<file path="src/rtl/stf_capture_fifo.sv">
// stf_capture_fifo: captures CH x W sample frames from a slow clock domain.
// slowclk is sampled as data through a synchroniser; each qualified rising
// edge writes the current frame into a small show-ahead FIFO. The fast-side
// consumer drains it with valid/ready. Frames arriving while the FIFO is full
// and not being popped are dropped, counted (saturating) and flagged.
module stf_capture_fifo #(
    parameter int W           = 16,
    parameter int CH          = 2,
    parameter int SYNC_STAGES = 2,
    parameter int DEPTH       = 4
) (
    input  logic                         clk,
    input  logic                         rst_n,
    input  logic                         slowclk,
    input  logic [CH*W-1:0]              data,
    input  logic                         en,
    output logic [CH*W-1:0]              out_data,
    output logic                         out_valid,
    input  logic                         out_ready,
    output logic [$clog2(DEPTH+1)-1:0]   level,
    output logic                         ovf,
    output logic [7:0]                   drops,
    input  logic                         ovf_clr
);

    localparam int FW = CH * W;
    localparam int PW = $clog2(DEPTH);
    localparam int LW = $clog2(DEPTH + 1);

    // Synchroniser chain and a parallel "sample valid" chain. The zeros loaded
    // into the chain at reset are not real samples of slowclk, so arming waits
    // until a genuine low has travelled all the way through.
    logic [SYNC_STAGES-1:0] sync_q;
    logic [SYNC_STAGES-1:0] sync_vld_q;
    logic                   s;
    logic                   p_q;
    logic                   armed_q;
    logic                   cap_edge;

    // FIFO state
    logic [FW-1:0]          mem [DEPTH];
    logic [PW-1:0]          wr_ptr_q;
    logic [PW-1:0]          rd_ptr_q;
    logic [LW-1:0]          level_q;
    logic                   full;
    logic                   push;
    logic                   pop;
    logic                   drop;

    assign s        = sync_q[SYNC_STAGES-1];
    assign cap_edge = s & ~p_q & armed_q & en;

    // Shift slowclk through the synchroniser; keep the delayed copy and arm flag.
    // NOTE: sequential state uses non-blocking assignments so every flop samples
    // the pre-edge value of its neighbours regardless of statement order.
    always_ff @(posedge clk or negedge rst_n) begin
        if (!rst_n) begin
            sync_q     <= '0;
            sync_vld_q <= '0;
            p_q        <= 1'b0;
            armed_q    <= 1'b0;
        end else begin
            sync_q     <= {sync_q[SYNC_STAGES-2:0], slowclk};
            sync_vld_q <= {sync_vld_q[SYNC_STAGES-2:0], 1'b1};
            p_q        <= s;
            if (sync_vld_q[SYNC_STAGES-1] && !s) begin
                armed_q <= 1'b1;
            end
        end
    end

    assign full      = (level_q == LW'(DEPTH));
    assign out_valid = (level_q != '0);
    assign level     = level_q;

    // Decode push/pop/drop; a full FIFO still accepts a capture if it pops too.
    // NOTE: every signal driven here gets a default first, so no path can leave
    // it unassigned and infer a latch.
    always_comb begin
        pop  = 1'b0;
        push = 1'b0;
        drop = 1'b0;
        pop  = out_valid & out_ready;
        if (cap_edge) begin
            if (!full || pop) begin
                push = 1'b1;
            end else begin
                drop = 1'b1;
            end
        end
    end

    // Frame storage write port.
    // NOTE: the storage array has no reset; only pointers and level need one,
    // and the empty-state output is forced to zero below instead.
    always_ff @(posedge clk) begin
        if (push) begin
            mem[wr_ptr_q] <= data;
        end
    end

    // Pointers and occupancy; pointers wrap naturally since DEPTH is 2**PW.
    always_ff @(posedge clk or negedge rst_n) begin
        if (!rst_n) begin
            wr_ptr_q <= '0;
            rd_ptr_q <= '0;
            level_q  <= '0;
        end else begin
            if (push) begin
                wr_ptr_q <= wr_ptr_q + PW'(1);
            end
            if (pop) begin
                rd_ptr_q <= rd_ptr_q + PW'(1);
            end
            case ({push, pop})
                2'b10:   level_q <= level_q + LW'(1);
                2'b01:   level_q <= level_q - LW'(1);
                default: level_q <= level_q;
            endcase
        end
    end

    // Show-ahead head; reads zero while empty so reset leaves out_data at 0.
    always_comb begin
        out_data = '0;
        if (out_valid) begin
            out_data = mem[rd_ptr_q];
        end
    end

    // Sticky overflow flag and saturating drop counter; a clear beats a drop.
    always_ff @(posedge clk or negedge rst_n) begin
        if (!rst_n) begin
            ovf   <= 1'b0;
            drops <= 8'd0;
        end else if (ovf_clr) begin
            ovf   <= 1'b0;
            drops <= 8'd0;
        end else if (drop) begin
            ovf <= 1'b1;
            if (drops != 8'hFF) begin
                drops <= drops + 8'd1;
            end
        end
    end

endmodule
</file>
<file path="config.mk">
export PLATFORM = sky130hd
export DESIGN_NAME = stf_capture_fifo
export DESIGN_NICKNAME = d
export VERILOG_FILES = /design/src/rtl/stf_capture_fifo.sv
export SDC_FILE = /design/constraint.sdc
export NUM_CORES = 1
export LEC_CHECK = 0
export CORE_MARGIN = 3
export CORE_UTILIZATION = 58
export CTS_BUF_LIST = sky130_fd_sc_hd__clkbuf_16
export DETAILED_ROUTE_END_ITERATION = 8
export PLACE_DENSITY = 0.85
export RECOVER_POWER = 25
export SYNTH_ARGS = -nofsm -noshare
export SYNTH_HDL_FRONTEND = slang
export SYNTH_SLANG_ARGS = --single-unit
</file>
<file path="constraint.sdc">
create_clock -name clk -period 6.35 [get_ports clk]
set_input_delay 0.635 -clock clk [delete_from_list [all_inputs] [get_ports clk]]
set_output_delay 0.635 -clock clk [all_outputs]
set_load 0.02 [all_outputs]
</file>
==> impl_metrics.toml <==
[status]
status = "finished clean"

[power_and_ir_drop]
vdd_drop_max_uv = 311
leakage_nw = 2.54
p_per_area_nw_per_um2 = 448

[routing]
vias = 3140
routedWlPerCell_microns = 22.7
final_antenna_net_count = 0
drc_errors = 0
wl_mm = 12.5
viasPerCell = 5.73
first_iter_violations = 251
dr.pass1.iters = 5

[clocking]
ctsLongestPathBuffers = 2
holdBufCountCts = 0
clock-sinks = 150
cts_tree = "done"
post_cts_resized = 0
worstSkewPairLatency_ns = 0.42
htreeDepth = 4
post_cts_buffers = 0
cts_buffers = 17
path_clk_slew_ns = 0.06
cts_root_buf = "clkbuf_16"

[sta]
rsz0062_at_grt = "false"
skew_ns = 0.00459
slew_violations = 0
relSlewSlack_pct = 35.4
holdWs_ns = 0.356
period_share_pct = 52.0
hold_viol = 0
worst_pin_slew_ns = 0.966
finalSetupViolations = 0
finalSetupTns_ns = 0
fmax_mhz = 303
period_needed_ns = 3.30

[yosys]
synth_top_area_share_pct = 64.6
synth_common_cells = "128 x edfxtp_1, 36 x and2_1, 32 x mux4_2, 22 x dfrtp_1, 9 x clkbuf_1"
yosysUniqueCellTypes = 36
synth_fa_ha_area_share_pct = 1.39
yosysMostFrequentCell = "edfxtp_1"
async_flop_share_pct = 14.7
synth-xor-area-share_pct = 0.883
synth-compound-area-share_pct = 2.69
synth_edf_count = 128
synth_area_sq_um = 5950
synth_area_per_cell_sq_um = 19.0
synth_top_family_by_area = "multiplexers"
synth_top_flop_cell = "edfxtp_1"
syn_nets = 358
synth_seq_cells = 150
synth_mux_area_share_pct = 12.4
yosys-top-cells-area = "edfxtp_1 65%, mux4_2 12%, dfrtp_1 9.2%, and2_1 3.8%, ha_1 1.1%"
synth-simple-area-share_pct = 7.17
synth_seq_area_share_pct = 73.8
synthCells = 314
yosys_warnings = 0
yosys.area.top_type = "edfxtp_1"

[floorplanning]
rows = 36
core_area_sq_um = 9860
ios = 83
die-area_sq_um = 11500
dieHeight_microns = 107
start_util_pct = 60.4
fp.dieW_microns = 107

[global_routing]
grt_antenna_before_repair = 1
grtUsageTotal_pct = 23.7
grt_max_degree = 37
grt_pass1_vias = 3395
grt_pass1_wl_mm = 19.5
grt.overflow.total = 0

[critical_path]
cp.required_ns = 5.71
worst_ep_arrival_time_ns = 2.67
start_kind = "flip-flop"
r2r_setup_slack_ns = 3.81
worstSetupPathType = "reg -> out"
end_kind = "primary output"
critPathMaxFanout = 34

[job]
maxCapViolations = 0

[hold_path]
hold_path_class = "reg -> reg"

[cells_and_area]
nets = 445
fillers = 537
syn2layout_area_growth_pct = 26.4
final_cells = 548
final_layout_size_suffix_gt1_share_pct = 17.6
finish.utilization_pct = 76.3
design_area_sq_um = 7520

[placed_design]
place_area_sq_um = 6890
io_buffers = 82
gp_congestion = 0.797
place_hpwl_mm = 6.85
dp_cells = 515
flip-flops by register name, indices dropped and copies added (netlist names):
name	flops
mem	128
drops	8
level	3
rd_ptr_q	2
sync_q	2
sync_vld_q	2
wr_ptr_q	2
armed_q	1
ovf	1
p_q	1
worst paths after layout:
| path | from | end | cells after the start |
|---|---|---|---|
| max | rd_ptr_q[0] | out_data[21] | 4 |
| max reg2reg | level[1] | level[1] | 6 |
| min | sync_q[0] | sync_q[1] | 0 |
| min reg2reg | sync_q[0] | sync_q[1] | 0 |
| max in group asynchronous | rst_n | rd_ptr_q[1] | 1 |
| min in group asynchronous | rst_n | level[1] | 1 |
critical path, stage by stage (launching register included):
cell and delay, ns:
dfrtp_2 0.34, buf_4 0.53, mux4_2 0.64, and2_1 0.19, clkdlybuf4s50_1 0.55
power breakdown:
part | switching (W) | internal (W) | leakage [nW]
registers | 0.0000868 | 0.00114 | 1.43
clock network | 0.000392 | 0.000659 | 0.292
logic | 0.000533 | 0.000564 | 0.821
cells in the final DEF (no fill, tap or decap), drive strengths merged, types with 5 or more instances in the layout:
cell type	synthesis	routed
and2	36	36
dlygate4sd3	0	22
clkbuf	9	17
inv	8	11
dfrtp	22	22
ha	5	5
nor2	6	6
o21ai	6	6
nand2	6	6
nand3	8	8
clkdlybuf4s50	0	60
mux4	32	32
xnor2	5	5
edfxtp	128	128
a21oi	8	8
kinds of logic (layout without fill, tap and decap cells):
group	count (synthesis)	in the layout
xor gates and xnor gates	6	6
and+or+nand+nor	70	70
AOI/OAI and AO/OA	24	24
adders and majority gates	6	6
muxes	34	34
DFF	150	150
other	1	2
buffers and inverters	23	123
cell type report:
type                    count  area [sq um]  share of cell area [%]
flip-flops and latches    150          4400                    58.4
inverters                   8          30.0                   0.399
diodes                      1          2.50                  0.0333
well taps                 133           166                    2.21
multi-input cells         141          1470                    19.6
clock inverters            15           201                    2.68
clock buffers              17           425                    5.66
repair buffers             83           828                    11.0
per-layer routing:
metal / vias up / share of wire [%] / track usage, % / wire [microns]
li1: 1407 / - / - / -
met1: 1602 / 39 / 30.1 / 4890
met5: - / 0 / 0 / 0
met4: 0 / 2.1 / 10.0 / 257
met3: 22 / 4.3 / 4.50 / 534
met2: 109 / 54 / 40.4 / 6780
per-stage QoR:
step | worst slack [ns] | total power, W
after floorplan | 3.93 | 0.00189
after global placement | 3.43 | 0.00231
after detailed placement | 3.29 | 0.00234
after CTS | 2.98 | 0.00340
after global routing | 2.91 | 0.00350
final | 3.05 | 0.00337
(Power assumes the default switching activity.)
